### config.mk
export PLATFORM = sky130hd
export DESIGN_NAME = perceptron_train_ctrl_flat
export DESIGN_NICKNAME = d
export VERILOG_FILES = /design/src/rtl/perceptron_train_ctrl_pkg.sv /design/src/rtl/perceptron_train_ctrl_if.sv /design/src/rtl/perceptron_train_ctrl_epoch_counter.sv /design/src/rtl/perceptron_train_ctrl.sv /design/src/flat_wrapper.sv
export SDC_FILE = /design/constraint.sdc
export NUM_CORES = 1
export LEC_CHECK = 0
export CAP_MARGIN = 20
export CORE_MARGIN = 2
export CORE_UTILIZATION = 45
export DETAILED_ROUTE_END_ITERATION = 10
export PLACE_DENSITY_LB_ADDON = 0.1
export REMOVE_ABC_BUFFERS = 1
export SYNTH_ARGS = -nofsm -noshare
export SYNTH_HDL_FRONTEND = slang
export SYNTH_HIERARCHICAL = 1
export SYNTH_SLANG_ARGS = --single-unit
export TNS_END_PERCENT = 10
### constraint.sdc
create_clock -name clk -period 3.1 [get_ports clk]
set_clock_uncertainty 0.2 [all_clocks]
set_input_delay 0.62 -clock clk [delete_from_list [all_inputs] [get_ports clk]]
set_output_delay 0.62 -clock clk [all_outputs]
set_load 0.01 [all_outputs]
### src/rtl/perceptron_train_ctrl_pkg.sv
// Shared definitions for the perceptron training controller and its datapath.
// Holds the controller state encoding and the datapath mux select codes.
package perceptron_pkg;

  typedef enum logic [3:0] {
    S_IDLE,
    S_INIT,
    S_EPOCH,
    S_FETCH,
    S_MUL1,
    S_ACC1,
    S_ACC2,
    S_CMP,
    S_UPD1,
    S_UPW1,
    S_UPW2,
    S_UPB,
    S_NEXT,
    S_EP_END,
    S_REWIND,
    S_DONE
  } state_t;

  // Adder operand A
  localparam logic [1:0] SEL_SUM1_B   = 2'b00;
  localparam logic [1:0] SEL_SUM1_W1  = 2'b01;
  localparam logic [1:0] SEL_SUM1_W2  = 2'b10;
  localparam logic [1:0] SEL_SUM1_YIN = 2'b11;

  // Adder operand B
  localparam logic SEL_SUM2_ALPHA = 1'b0;
  localparam logic SEL_SUM2_TMP   = 1'b1;

  // Multiplier operand A
  localparam logic [1:0] SEL_MULT1_ALPHA = 2'b00;
  localparam logic [1:0] SEL_MULT1_W1    = 2'b01;
  localparam logic [1:0] SEL_MULT1_W2    = 2'b10;

  // Multiplier operand B
  localparam logic SEL_MULT2_X1 = 1'b0;
  localparam logic SEL_MULT2_X2 = 1'b1;

  // yin register source
  localparam logic SEL_YIN_B   = 1'b0;
  localparam logic SEL_YIN_SUM = 1'b1;

endpackage

### src/rtl/perceptron_train_ctrl_if.sv
// Bundle between the training controller (master) and the datapath/host (slave).
//   start/busy/done/converged/epoch_cnt : host handshake and result
//   equal/flag_out/EOF/t1_out           : datapath status
//   ld_*/rst_flag/set_flag/init_*/next/sub/sel_* : datapath controls
interface perceptron_train_ctrl_if #(
  parameter int unsigned EPW = 5
);
  logic           start;
  logic           busy;
  logic           done;
  logic           converged;
  logic [EPW-1:0] epoch_cnt;

  logic equal;
  logic flag_out;
  logic EOF;
  logic t1_out;

  logic ld_b;
  logic ld_w1;
  logic ld_w2;
  logic ld_tmp;
  logic ld_yin;
  logic rst_flag;
  logic set_flag;
  logic init_all_reg;
  logic init_file_handler;
  logic next;
  logic sub;
  logic sel_sum2;
  logic sel_mult2;
  logic sel_yin;
  logic [1:0] sel_sum1;
  logic [1:0] sel_mult1;

  modport master (
    input  start, equal, flag_out, EOF, t1_out,
    output busy, done, converged, epoch_cnt,
    output ld_b, ld_w1, ld_w2, ld_tmp, ld_yin, rst_flag, set_flag,
    output init_all_reg, init_file_handler, next, sub,
    output sel_sum2, sel_mult2, sel_yin, sel_sum1, sel_mult1
  );

  modport slave (
    output start, equal, flag_out, EOF, t1_out,
    input  busy, done, converged, epoch_cnt,
    input  ld_b, ld_w1, ld_w2, ld_tmp, ld_yin, rst_flag, set_flag,
    input  init_all_reg, init_file_handler, next, sub,
    input  sel_sum2, sel_mult2, sel_yin, sel_sum1, sel_mult1
  );

endinterface

### src/rtl/perceptron_train_ctrl_epoch_counter.sv
// Completed-epoch counter.
//   clk, rst : clock, async active-low reset
//   clr      : synchronous clear
//   inc      : count one completed epoch (saturates at MAX_EPOCHS)
//   cnt      : registered count
//   last_c   : the next increment reaches (or count already sits at) MAX_EPOCHS
module epoch_counter #(
  parameter int unsigned MAX_EPOCHS = 16,
  parameter int unsigned EPW        = 5
) (
  input  logic           clk,
  input  logic           rst,
  input  logic           clr,
  input  logic           inc,
  output logic [EPW-1:0] cnt,
  output logic           last_c
);

  localparam logic [EPW-1:0] MAX_V  = EPW'(MAX_EPOCHS);
  localparam logic [EPW-1:0] LAST_V = EPW'(MAX_EPOCHS - 1);

  always_ff @(posedge clk or negedge rst) begin
    if (!rst) begin
      cnt <= '0;
    end else if (clr) begin
      cnt <= '0;
    end else if (inc && (cnt != MAX_V)) begin
      cnt <= cnt + EPW'(1);
    end
  end

  assign last_c = (cnt >= LAST_V);

endmodule

### src/rtl/perceptron_train_ctrl.sv
// Moore controller sequencing a single-neuron perceptron datapath through training.
// Per sample: yin = b + w1*x1 + w2*x2; on sign mismatch w += alpha*t*x, b += alpha*t.
// Epochs repeat until an epoch makes no update or MAX_EPOCHS epochs have updated.
//   clk, rst : clock, async active-low reset
//   bus      : master side of perceptron_train_ctrl_if (handshake, DP status, DP controls)
module perceptron_train_ctrl
  import perceptron_pkg::*;
#(
  parameter int unsigned MAX_EPOCHS = 16,
  parameter int unsigned EPW        = 5
) (
  input  logic                   clk,
  input  logic                   rst,
  perceptron_train_ctrl_if.master bus
);

  state_t         state;
  state_t         state_nxt;
  logic           cnt_clr;
  logic           cnt_inc;
  logic           cnt_last_c;
  logic [EPW-1:0] epoch_cnt;
  logic           converged;

  epoch_counter #(
    .MAX_EPOCHS(MAX_EPOCHS),
    .EPW       (EPW)
  ) u_epoch_counter (
    .clk   (clk),
    .rst   (rst),
    .clr   (cnt_clr),
    .inc   (cnt_inc),
    .cnt   (epoch_cnt),
    .last_c(cnt_last_c)
  );

  // State register
  always_ff @(posedge clk or negedge rst) begin
    if (!rst) state <= S_IDLE;
    else      state <= state_nxt;
  end

  // Convergence result: cleared on (re)start, captured when an epoch ends
  always_ff @(posedge clk or negedge rst) begin
    if (!rst)                   converged <= 1'b0;
    else if (state == S_INIT)   converged <= 1'b0;
    else if (state == S_EP_END) converged <= !bus.flag_out;
  end

  assign bus.epoch_cnt = epoch_cnt;
  assign bus.converged = converged;

  // Next-state and datapath control decode
  always_comb begin
    state_nxt             = state;
    cnt_clr               = 1'b0;
    cnt_inc               = 1'b0;
    bus.busy              = 1'b1;
    bus.done              = 1'b0;
    bus.ld_b              = 1'b0;
    bus.ld_w1             = 1'b0;
    bus.ld_w2             = 1'b0;
    bus.ld_tmp            = 1'b0;
    bus.ld_yin            = 1'b0;
    bus.rst_flag          = 1'b0;
    bus.set_flag          = 1'b0;
    bus.init_all_reg      = 1'b0;
    bus.init_file_handler = 1'b0;
    bus.next              = 1'b0;
    bus.sub               = 1'b0;
    bus.sel_sum1          = SEL_SUM1_B;
    bus.sel_sum2          = SEL_SUM2_ALPHA;
    bus.sel_mult1         = SEL_MULT1_ALPHA;
    bus.sel_mult2         = SEL_MULT2_X1;
    bus.sel_yin           = SEL_YIN_B;

    case (state)
      S_IDLE: begin
        bus.busy = 1'b0;
        if (bus.start) state_nxt = S_INIT;
      end
      S_INIT: begin
        bus.init_all_reg      = 1'b1;
        bus.init_file_handler = 1'b1;
        cnt_clr               = 1'b1;
        state_nxt             = S_EPOCH;
      end
      S_EPOCH: begin
        bus.rst_flag = 1'b1;
        state_nxt    = S_FETCH;
      end
      S_FETCH: begin
        state_nxt = bus.EOF ? S_EP_END : S_MUL1;
      end
      S_MUL1: begin
        bus.ld_tmp    = 1'b1;
        bus.sel_mult1 = SEL_MULT1_W1;
        bus.sel_mult2 = SEL_MULT2_X1;
        bus.ld_yin    = 1'b1;
        bus.sel_yin   = SEL_YIN_B;
        state_nxt     = S_ACC1;
      end
      S_ACC1: begin
        // yin += w1*x1 uses the old tmp while tmp loads w2*x2 on the same edge
        bus.ld_yin    = 1'b1;
        bus.sel_sum1  = SEL_SUM1_YIN;
        bus.sel_sum2  = SEL_SUM2_TMP;
        bus.sel_yin   = SEL_YIN_SUM;
        bus.ld_tmp    = 1'b1;
        bus.sel_mult1 = SEL_MULT1_W2;
        bus.sel_mult2 = SEL_MULT2_X2;
        state_nxt     = S_ACC2;
      end
      S_ACC2: begin
        bus.ld_yin   = 1'b1;
        bus.sel_sum1 = SEL_SUM1_YIN;
        bus.sel_sum2 = SEL_SUM2_TMP;
        bus.sel_yin  = SEL_YIN_SUM;
        state_nxt    = S_CMP;
      end
      S_CMP: begin
        state_nxt = bus.equal ? S_NEXT : S_UPD1;
      end
      S_UPD1: begin
        bus.ld_tmp    = 1'b1;
        bus.sel_mult1 = SEL_MULT1_ALPHA;
        bus.sel_mult2 = SEL_MULT2_X1;
        state_nxt     = S_UPW1;
      end
      S_UPW1: begin
        // Negative target subtracts the correction
        bus.ld_w1     = 1'b1;
        bus.sel_sum1  = SEL_SUM1_W1;
        bus.sel_sum2  = SEL_SUM2_TMP;
        bus.sub       = bus.t1_out;
        bus.ld_tmp    = 1'b1;
        bus.sel_mult1 = SEL_MULT1_ALPHA;
        bus.sel_mult2 = SEL_MULT2_X2;
        state_nxt     = S_UPW2;
      end
      S_UPW2: begin
        bus.ld_w2    = 1'b1;
        bus.sel_sum1 = SEL_SUM1_W2;
        bus.sel_sum2 = SEL_SUM2_TMP;
        bus.sub      = bus.t1_out;
        state_nxt    = S_UPB;
      end
      S_UPB: begin
        bus.ld_b     = 1'b1;
        bus.sel_sum1 = SEL_SUM1_B;
        bus.sel_sum2 = SEL_SUM2_ALPHA;
        bus.sub      = bus.t1_out;
        bus.set_flag = 1'b1;
        state_nxt    = S_NEXT;
      end
      S_NEXT: begin
        bus.next  = 1'b1;
        state_nxt = S_FETCH;
      end
      S_EP_END: begin
        if (!bus.flag_out) begin
          state_nxt = S_DONE;
        end else begin
          cnt_inc   = 1'b1;
          state_nxt = cnt_last_c ? S_DONE : S_REWIND;
        end
      end
      S_REWIND: begin
        bus.init_file_handler = 1'b1;
        state_nxt             = S_EPOCH;
      end
      S_DONE: begin
        bus.busy = 1'b0;
        bus.done = 1'b1;
        if (bus.start) state_nxt = S_INIT;
      end
      default: begin
        state_nxt = S_IDLE;
      end
    endcase
  end

endmodule
### src/flat_wrapper.sv
// flat-port wrapper written by rule: the top's interface ports become plain ports
module perceptron_train_ctrl_flat import perceptron_pkg::*;
#(
  parameter int unsigned MAX_EPOCHS = 16,
  parameter int unsigned EPW        = 5
)
  (clk, rst, bus_start, bus_equal, bus_flag_out, bus_EOF, bus_t1_out, bus_busy, bus_done, bus_converged, bus_epoch_cnt, bus_ld_b, bus_ld_w1, bus_ld_w2, bus_ld_tmp, bus_ld_yin, bus_rst_flag, bus_set_flag, bus_init_all_reg, bus_init_file_handler, bus_next, bus_sub, bus_sel_sum2, bus_sel_mult2, bus_sel_yin, bus_sel_sum1, bus_sel_mult1);
  perceptron_train_ctrl_if #(.EPW(EPW)) bus_i ();
  input  logic clk;
  input  logic rst;
  input wire logic [$bits(bus_i.start)-1:0] bus_start;
  input wire logic [$bits(bus_i.equal)-1:0] bus_equal;
  input wire logic [$bits(bus_i.flag_out)-1:0] bus_flag_out;
  input wire logic [$bits(bus_i.EOF)-1:0] bus_EOF;
  input wire logic [$bits(bus_i.t1_out)-1:0] bus_t1_out;
  output wire logic [$bits(bus_i.busy)-1:0] bus_busy;
  output wire logic [$bits(bus_i.done)-1:0] bus_done;
  output wire logic [$bits(bus_i.converged)-1:0] bus_converged;
  output wire logic [$bits(bus_i.epoch_cnt)-1:0] bus_epoch_cnt;
  output wire logic [$bits(bus_i.ld_b)-1:0] bus_ld_b;
  output wire logic [$bits(bus_i.ld_w1)-1:0] bus_ld_w1;
  output wire logic [$bits(bus_i.ld_w2)-1:0] bus_ld_w2;
  output wire logic [$bits(bus_i.ld_tmp)-1:0] bus_ld_tmp;
  output wire logic [$bits(bus_i.ld_yin)-1:0] bus_ld_yin;
  output wire logic [$bits(bus_i.rst_flag)-1:0] bus_rst_flag;
  output wire logic [$bits(bus_i.set_flag)-1:0] bus_set_flag;
  output wire logic [$bits(bus_i.init_all_reg)-1:0] bus_init_all_reg;
  output wire logic [$bits(bus_i.init_file_handler)-1:0] bus_init_file_handler;
  output wire logic [$bits(bus_i.next)-1:0] bus_next;
  output wire logic [$bits(bus_i.sub)-1:0] bus_sub;
  output wire logic [$bits(bus_i.sel_sum2)-1:0] bus_sel_sum2;
  output wire logic [$bits(bus_i.sel_mult2)-1:0] bus_sel_mult2;
  output wire logic [$bits(bus_i.sel_yin)-1:0] bus_sel_yin;
  output wire logic [$bits(bus_i.sel_sum1)-1:0] bus_sel_sum1;
  output wire logic [$bits(bus_i.sel_mult1)-1:0] bus_sel_mult1;
  assign bus_i.start = bus_start;
  assign bus_i.equal = bus_equal;
  assign bus_i.flag_out = bus_flag_out;
  assign bus_i.EOF = bus_EOF;
  assign bus_i.t1_out = bus_t1_out;
  assign bus_busy = bus_i.busy;
  assign bus_done = bus_i.done;
  assign bus_converged = bus_i.converged;
  assign bus_epoch_cnt = bus_i.epoch_cnt;
  assign bus_ld_b = bus_i.ld_b;
  assign bus_ld_w1 = bus_i.ld_w1;
  assign bus_ld_w2 = bus_i.ld_w2;
  assign bus_ld_tmp = bus_i.ld_tmp;
  assign bus_ld_yin = bus_i.ld_yin;
  assign bus_rst_flag = bus_i.rst_flag;
  assign bus_set_flag = bus_i.set_flag;
  assign bus_init_all_reg = bus_i.init_all_reg;
  assign bus_init_file_handler = bus_i.init_file_handler;
  assign bus_next = bus_i.next;
  assign bus_sub = bus_i.sub;
  assign bus_sel_sum2 = bus_i.sel_sum2;
  assign bus_sel_mult2 = bus_i.sel_mult2;
  assign bus_sel_yin = bus_i.sel_yin;
  assign bus_sel_sum1 = bus_i.sel_sum1;
  assign bus_sel_mult1 = bus_i.sel_mult1;
  perceptron_train_ctrl #(.MAX_EPOCHS(MAX_EPOCHS), .EPW(EPW)) u_core (.clk(clk), .rst(rst), .bus(bus_i));
endmodule
==> results.py, run 1 <==
metrics = {
    "floorplan": {
        "num_io_pins": 33,
        "design.core.area_sq_mm": 0.00169,
        "die_w_um": 45.8,
        "num_rows": 15,
        "die-area_sq_mm": 0.00210,
        "die_y_um": 45.8,
        "start_util_pct": 46.6,
    },
    "worst_setup_path": {
        "path_cells": "or2_0 > nand3_1 > o21ai_0 > clkdlybuf4s50_1",
        "startpoint_type": "flop",
        "worstPathArrival_ns": 2.00,
        "cp_slowest_cell": "clkdlybuf4s50_1",
        "critPathBufInv": 1,
        "crit_fanout": 12,
        "cp-end-kind": "output pin",
        "slowest_delay_ns": 0.57,
        "crit_type": "flop to output pin",
        "cp_top_family": "buffers and inverters",
        "required_ns": 2.28,
    },
    "placed_design": {
        "placed_area_sq_mm": 0.00108,
        "dp_hpwl_um": 1500,
        "io_buffer_count": 32,
        "pre_cts_ws_ns": 0.542,
        "gp_congestion": 0.736,
    },
    "timing": {
        "rsz0062_at_grt": "false",
        "hold_viol": 0,
        "setup_slack_ns": 0.276,
        "max_freq_mhz": 354,
        "tightest_slew_ns": 0.485,
        "min_period_ns": 2.82,
        "min_period_over_period_pct": 91.1,
        "max-slew-margin-rel_pct": 67.4,
        "finalSetupViolCount": 0,
        "final.setup.tns_ns": 0,
        "drv_slew": 0,
        "fin_hold_ws_ns": 0.343,
    },
    "yosys": {
        "syn_avg_cell_area_sq_um": 7.64,
        "async_reset_ff_share_pct": 100,
        "synth_cells": 103,
        "synthDistinctLibCells": 33,
        "netlist_area_sq_um": 787,
        "synth_seq_cells": 10,
        "yosysSeqAreaShare_pct": 31.8,
        "synth_edf_count": 0,
        "synth_ff_type": "dfrtp_1",
        "synth_warnings": 6,
    },
    "drt": {
        "drtAntennaViolNets": 0,
        "vias": 791,
        "post_drt_via_cell_ratio": 5.31,
        "wire_per_inst_um": 13.1,
        "dr.first_iter.drc_count": 19,
        "drcViolationCount": 0,
        "dr.pass1.iters": 4,
        "routed_wl_um": 1950,
    },
    "pwr": {
        "power_density_mw_per_mm2": 936,
        "leakage_nw": 0.458,
        "irDropWorstVdd_uv": 557,
        "total_power_w": 0.00103,
    },
    "clock_tree": {
        "post_cts_buffers": 0,
        "cts_buffer_depth": 2,
        "clock-sinks": 10,
        "tritoncts": "yes",
        "numCtsBuffers": 3,
        "clkTransAtPathRegs_ns": 0.06,
        "h-tree-depth": 1,
        "ctsResizeCount": 0,
        "cts_hold_buf": 0,
        "clock_latency_ns": 0.26,
        "clockRootBuffer": "clkbuf_4",
    },
    "global_route": {
        "grtUsageMet2_pct": 31.5,
        "antenna_found_initial": 0,
        "met3_usage_pct": 7.54,
        "grt_usage_pct": 20.7,
        "grt_max_degree": 15,
        "grt_pass1_vias": 709,
        "grt_use_met1_pct": 28.3,
        "top_usage_layer": "met2",
        "gr-total-overflow": 0,
        "grt_pass1_wl_um": 3150,
    },
    "flow_run": {
        "drv_cap": 0,
    },
    "layout": {
        "drive_gt1_share_pct": 4.55,
        "multi_input_area_sq_um": 455,
        "register_area_sq_um": 250,
        "nFillCells": 160,
        "layout.nets": 144,
        "areaGrowthSynthToFinish_pct": 40.2,
        "diodes": 0,
        "fin_area_sq_mm": 0.00110,
    },
    "outcome": {
        "status": "finished clean",
    },
    "hold_path": {
        "hold_path_class": "flop to flop",
    },
}
placed cells by master (no fill, tap or decap), types with 2 or more instances in the layout:
master	count
a211oi_1	2
inv_1	7
nand2_1	11
dfrtp_1	10
clkbuf_4	3
nand2b_1	8
o22ai_1	2
a21oi_1	5
clkdlybuf4s50_1	32
nand4_1	2
nand3_1	3
ha_1	3
and2_1	2
nor2_1	20
nor3_1	2
o21ai_0	4
worst reg2reg max path, cell delays in order (launching register included):
cell and delay [ns]:
dfrtp_1 0.50, nand2b_1 0.38, nor3_1 0.51, o31a_1 0.32, mux2_4 0.32
registers in the layout (all words and copies together) (netlist names):
register                    cells
u_core/u_epoch_counter/cnt      5
u_core/state                    4
u_core/bus.converged            1
through the flow:
step	std cells	util (%)
2_1_floorplan	96	-
3_3_place_gp	146	64.0
3_5_place_dp	146	64.0
4_1_cts	149	65.3
5_1_grt	149	65.3
6_report	149	65.3
cells in the mapped netlist (2+ instances only):
cell / number / area [sq um]
buf_2: 2 / 10.0
a21oi_1: 5 / 25.0
nor3_1: 2 / 10.0
o21ai_0: 4 / 20.0
o22ai_1: 2 / 12.5
and2_1: 2 / 12.5
ha_1: 3 / 37.5
dfrtp_1: 10 / 250
nor2_1: 20 / 75.1
nand2_1: 11 / 41.3
buf_6: 3 / 33.8
a211oi_1: 2 / 15.0
nand2b_1: 8 / 50.1
inv_1: 7 / 26.3
nand4_1: 2 / 12.5
nand3_1: 3 / 15.0
power breakdown:
part	switching [W]	leakage, nW	internal (W)
logic	0.000311	0.317	0.000351
registers	0.000106	0.127	0.000179
clock network	0.0000414	0.0138	0.0000447
layout make-up:
cell class                      instances  share of cell area (%)
Multi-Input combinational cell         79                    41.3
Timing Repair Buffer                   33                    29.7
Sequential cell                        10                    22.7
Inverter                                7                    2.38
Clock buffer                            3                    2.04
Tap cell                               17                    1.93
cell families after synthesis:
kind of cell             Yosys count  share of synthesized area [%]
adder cells (fa/ha/maj)            3                           4.77
XOR/XNOR                           1                           1.11
AO/OA/AOI/OAI                     20                           17.3
multiplexers                       2                           3.18
buffers and inverters             14                           10.3
flip-flops                        10                           31.8
AND/OR/NAND/NOR                   53                           31.5
layer usage:
layer / vias to the layer above / wire, um / part of all wire, %
met5: - / 0 / 0
met4: 0 / 0 / 0
met3: 0 / 73 / 3.7
met2: 14 / 946 / 49
met1: 365 / 929 / 48
li1: 412 / - / -
final timing paths:
| kind | depth (start not counted) | slack [ns] | startpoint | end |
|---|---|---|---|---|
| worst min-delay path | 2 | 0.34 | u_core/bus.converged | u_core/bus.converged |
| worst min register to register | 2 | 0.34 | u_core/bus.converged | u_core/bus.converged |
| worst max-delay path | 4 | 0.28 | u_core/state[1] | bus_sel_sum1[1] |
| max in group asynchronous | 1 | 1.91 | rst | u_core/state[2] |
| worst max register to register | 4 | 0.76 | u_core/state[1] | u_core/u_epoch_counter/cnt[0] |
| min in group asynchronous | 1 | 0.47 | rst | u_core/u_epoch_counter/cnt[4] |
No activity file was read; power rests on OpenSTA's default activity.
==> inputs of run 2 (changes only) <==
- ABC_CLOCK_PERIOD_IN_PS: unset -> 3100
- CORE_MARGIN: 2 -> 1.5
==> run 2 against run 1 <==
- sequential share of layout area shrank 0.25 points
- power grew 3.5%
- core utilization grew 5.5 points
- clock power grew 36%
- largest power group unchanged
==> results.py, run 2 (synthesis gave the netlist of run 1 again) <==
metrics = {
    "outcome": {
        "status": "finished clean",
    },
    "pwr": {
        "total_power_w": 0.00107,
        "power_density_mw_per_mm2": 958,
        "clkPwrFrac_pct": 11.0,
        "power_switching_w": 0.000465,
        "leakage_nw": 0.465,
        "switching_share_pct": 43.4,
        "p_comb_share_pct": 62.6,
        "share_seq_of_total_power_pct": 26.4,
        "irDropWorstVdd_uv": 533,
        "p_int_w": 0.000605,
    },
    "layout": {
        "top_regs": "u_core/u_epoch_counter/cnt x5, u_core/state x4, u_core/bus.converged x1",
        "drive_gt1_share_pct": 5.26,
        "most-common-layout-cells": "clkdlybuf4s50_1 (32), nor2_1 (20), nand2_1 (11)",
        "areaGrowthSynthToFinish_pct": 41.8,
        "largest_reg_flops": 5,
        "final_common_cell": "clkdlybuf4s50_1",
        "fin_area_sq_mm": 0.00112,
        "layout.nets": 144,
        "top_register": "u_core/u_epoch_counter/cnt",
        "diodes": 0,
    },
    "floorplan": {
        "start_util_pct": 49.9,
        "num_rows": 14,
        "num_io_pins": 33,
        "die_w_um": 44.8,
        "die_y_um": 44.8,
        "die-area_sq_mm": 0.00201,
        "design.core.area_sq_mm": 0.00158,
    },
    "worst_setup_path": {
        "reg2reg_from": "u_core/state[1]",
        "required_ns": 2.28,
        "cp-end-kind": "output pin",
        "reg2reg_depth": 4,
        "startpoint_type": "flop",
        "worstPathArrival_ns": 1.98,
        "critical_path.startpoint": "u_core/state[1]",
        "regToRegEndpoint": "u_core/u_epoch_counter/cnt[0]",
        "crit_fanout": 12,
        "crit_type": "flop to output pin",
        "worst-r2r-setup-slack_ns": 0.79,
    },
    "placed_design": {
        "placed_area_sq_mm": 0.00108,
        "dp_hpwl_um": 1490,
        "pre_cts_ws_ns": 0.529,
        "gp_congestion": 0.780,
        "io_buffer_count": 32,
    },
    "global_route": {
        "grt_max_degree": 15,
        "gr-total-overflow": 0,
        "grt_pass1_wl_um": 3130,
        "grt_usage_pct": 21.3,
        "grt_pass1_vias": 703,
        "antenna_found_initial": 0,
    },
    "timing": {
        "drv_slew": 0,
        "final.setup.tns_ns": 0,
        "rsz0062_at_grt": "false",
        "max_freq_mhz": 357,
        "hold_viol": 0,
        "min_period_ns": 2.80,
        "max-slew-margin-rel_pct": 66.5,
        "setup_slack_ns": 0.297,
        "min_period_over_period_pct": 90.4,
        "tightest_slew_ns": 0.498,
        "finalSetupViolCount": 0,
    },
    "clock_tree": {
        "cts_hold_buf": 0,
        "clock_latency_ns": 0.27,
        "clockRootBuffer": "clkbuf_4",
        "numCtsBuffers": 3,
        "h-tree-depth": 1,
        "tritoncts": "yes",
        "cts_buffer_depth": 2,
        "post_cts_buffers": 0,
        "clock-sinks": 10,
        "clkTransAtPathRegs_ns": 0.07,
        "ctsResizeCount": 0,
    },
    "drt": {
        "post_drt_via_cell_ratio": 5.57,
        "vias": 830,
        "dr.first_iter.drc_count": 15,
        "dr.pass1.iters": 4,
        "drcViolationCount": 0,
        "routed_wl_um": 1940,
        "drtAntennaViolNets": 0,
        "wire_per_inst_um": 13.0,
    },
    "hold_path": {
        "hp-start": "u_core/bus.converged",
        "hold_path_class": "flop to flop",
        "min_path_cells": 2,
        "whs_endpoint": "u_core/bus.converged",
    },
    "flow_run": {
        "drv_cap": 0,
    },
}
[run 2: changes by cell type in the layout (fill, tap and decap cells not counted), sizes merged]
cell,previous run,this run
clkbuf,3,4
[run 2: how the worst max path moves through the flow]
stage,to,slack [ns],cells past startpoint
6_report,bus_sel_sum1[0],0.30,4
5_1_grt,bus_sel_sum1[0],0.12,4
3_5_place_dp,bus_sub,0.53,4
4_1_cts,bus_sel_sum1[0],0.31,4
2_1_floorplan,u_core/u_epoch_counter/cnt[0],1.06,4
3_3_place_gp,u_core/u_epoch_counter/cnt[0],0.54,5
[run 2: layout make-up]
type                       count  area [sq um]
sequential                    10           250
clock buffer                   4          36.3
inverter                       7          26.3
fill                         142           460
multi-input combinational     79           455
timing repair buffer          33           328
tap                           16          20.0
[run 2: stage by stage]
stage,util (%),hold WS (ns),cells
finish,70.8,0.332,149
global route,70.8,0.376,149
CTS,70.8,0.339,149
detailed placement,68.5,0.328,145
global placement,68.5,0.322,145
floorplan,-,0.124,96
[run 2: critical path, stage by stage, from the launching register on]
cell	delay (ns)
dfrtp_1	0.53
or2_0	0.37
nand3_1	0.16
o21ai_0	0.10
clkdlybuf4s50_1	0.56
[run 2: power groups by stage]
stage | sequential [W] | combinational [W] | clock, W
final | 0.000282 | 0.000670 | 0.000117
after global routing | 0.000294 | 0.000738 | 0.000126
after CTS | 0.000281 | 0.000673 | 0.000120
after detailed placement | 0.000283 | 0.000670 | 0
after global placement | 0.000278 | 0.000651 | 0
after floorplan | 0.000268 | 0.000353 | 0
[run 2: per-layer routing]
| layer | part of all wire (%) | up-vias | wire length (um) | GRT usage [%] |
|---|---|---|---|---|
| met4 | 0 | 0 | 0 | 1.76 |
| met5 | 0 | - | 0 | 0 |
| met3 | 6.3 | 0 | 123 | 7.60 |
| li1 | - | 409 | - | - |
| met2 | 49 | 31 | 958 | 34.2 |
| met1 | 44 | 390 | 861 | 29.1 |
==> inputs of run 3 (changes only) <==
- RECOVER_POWER: unset -> 50
==> run 3 against run 2 <==
- non-clock buffer count did not move
- register-to-register slack got worse by 0.02 ns
- clock power barely moved
- sequential power barely moved
- core utilization did not move
- die area did not move
- first-iteration DRC count did not move
- critical path type unchanged
- flip-flop and latch count did not move
- power fell by 0.99%
==> results.py, run 3 (synthesis gave the netlist of run 1 again) <==
metrics = {
    "outcome": {
        "status": "finished clean",
    },
    "global_route": {
        "grt_max_degree": 15,
        "grt_usage_pct": 21.3,
        "grt_pass1_vias": 703,
        "gr-total-overflow": 0,
        "grt_pass1_wl_um": 3130,
        "antenna_found_initial": 0,
    },
    "clock_tree": {
        "clkTransAtPathRegs_ns": 0.07,
        "tritoncts": "yes",
        "clock_latency_ns": 0.27,
        "clock-sinks": 10,
        "numCtsBuffers": 3,
        "cts_hold_buf": 0,
        "h-tree-depth": 1,
        "post_cts_buffers": 0,
        "clockRootBuffer": "clkbuf_4",
        "ctsResizeCount": 0,
        "cts_buffer_depth": 2,
    },
    "worst_setup_path": {
        "slowest_delay_ns": 0.56,
        "required_ns": 2.28,
        "crit_type": "flop to output pin",
        "cp-end-kind": "output pin",
        "critical_path.startpoint": "u_core/state[1]",
        "startpoint_type": "flop",
        "cp_top_family": "buffers and inverters",
        "critPathBufInv": 1,
        "reg2reg_from": "u_core/state[1]",
        "cp_slowest_cell": "clkdlybuf4s50_1",
        "crit_fanout": 12,
        "path_cells": "or2_0 > nand3_1 > o21ai_0 > clkdlybuf4s50_1",
        "worstPathArrival_ns": 1.98,
    },
    "pwr": {
        "clkPwrFrac_pct": 11.1,
        "power_switching_w": 0.000462,
        "switching_share_pct": 43.7,
        "irDropWorstVdd_uv": 532,
        "share_seq_of_total_power_pct": 26.5,
        "leakage_nw": 0.481,
        "power_density_mw_per_mm2": 949,
        "p_int_w": 0.000597,
        "p_comb_share_pct": 62.4,
    },
    "layout": {
        "layout.nets": 144,
        "diodes": 0,
        "fin_util_pct": 70.8,
        "areaGrowthSynthToFinish_pct": 41.8,
        "drive_gt1_share_pct": 5.26,
        "top_register": "u_core/u_epoch_counter/cnt",
        "largest_reg_flops": 5,
        "final_common_cell": "clkdlybuf4s50_1",
        "top_regs": "u_core/u_epoch_counter/cnt x5, u_core/state x4, u_core/bus.converged x1",
        "most-common-layout-cells": "clkdlybuf4s50_1 (24), nor2_1 (20), nand2_1 (11)",
        "fin_area_sq_mm": 0.00112,
    },
    "timing": {
        "rsz0062_at_grt": "false",
        "hold_viol": 0,
        "min_period_ns": 2.80,
        "final.setup.tns_ns": 0,
        "max_freq_mhz": 357,
        "max-slew-margin-rel_pct": 65.4,
        "tightest_slew_ns": 0.515,
        "min_period_over_period_pct": 90.4,
        "finalSetupViolCount": 0,
        "fin_hold_ws_ns": 0.329,
        "drv_slew": 0,
    },
    "floorplan": {
        "design.core.area_sq_mm": 0.00158,
        "die_w_um": 44.8,
        "num_io_pins": 33,
        "num_rows": 14,
        "die_y_um": 44.8,
        "start_util_pct": 49.9,
        "die-area_sq_mm": 0.00201,
    },
    "drt": {
        "dr.pass1.iters": 4,
        "routed_wl_um": 1930,
        "vias": 816,
        "post_drt_via_cell_ratio": 5.48,
        "drtAntennaViolNets": 0,
        "dr.first_iter.drc_count": 15,
        "wire_per_inst_um": 13.0,
        "drcViolationCount": 0,
    },
    "hold_path": {
        "hp-start": "u_core/bus.converged",
        "hold_path_class": "flop to flop",
    },
    "placed_design": {
        "dp_hpwl_um": 1490,
        "io_buffer_count": 32,
        "placed_area_sq_mm": 0.00108,
        "gp_congestion": 0.780,
    },
    "flow_run": {
        "drv_cap": 0,
    },
}
==> run 3: cell count changes in the layout (fill, tap and decap cells not counted), sizes merged <==
cell | before | now
dlygate4sd3 | 0 | 8
clkdlybuf4s50 | 32 | 24
==> run 3: power by group through the flow <==
stage | clock network [W] | logic, W | registers [W]
finish | 0.000117 | 0.000661 | 0.000281
global route | 0.000126 | 0.000730 | 0.000293
CTS | 0.000120 | 0.000673 | 0.000281
detailed placement | 0 | 0.000670 | 0.000283
global placement | 0 | 0.000651 | 0.000278
floorplan | 0 | 0.000353 | 0.000268
==> run 3: tightest hold or removal path, cell delays in order, from the launching register on <==
cell,delay (ns)
dfrtp_1,0.37
inv_1,0.07
o2bb2ai_1,0.05
==> run 3: worst paths after layout <==
kind,end,slack [ns],depth (start not counted)
max,bus_sel_sum1[0],0.30,4
min,u_core/bus.converged,0.33,2
max reg2reg,u_core/u_epoch_counter/cnt[0],0.77,4
min reg2reg,u_core/bus.converged,0.33,2
max in group asynchronous,u_core/state[1],1.87,1
min in group asynchronous,u_core/bus.converged,0.53,1
==> run 3: through the flow <==
stage	power, W	setup slack, ns	instances
2_1_floorplan	0.000621	1.06	96
3_3_place_gp	0.000929	0.544	145
3_5_place_dp	0.000953	0.529	145
4_1_cts	0.00107	0.312	149
5_1_grt	0.00115	0.120	149
6_report	0.00106	0.298	149
==> run 3: layer usage <==
layer	track usage (%)	vias to the layer above	part of all wire [%]
li1	-	409	-
met1	29.1	381	44
met2	34.2	26	50
met3	7.60	0	5.7
met4	1.76	0	0
met5	0	-	0
==> run 3: cell type report <==
class | count | area [sq um]
clock buffer | 4 | 36.3
timing repair buffer | 33 | 328
tap | 16 | 20.0
sequential | 10 | 250
multi-input combinational | 79 | 455
fill | 142 | 460
inverter | 7 | 26.3
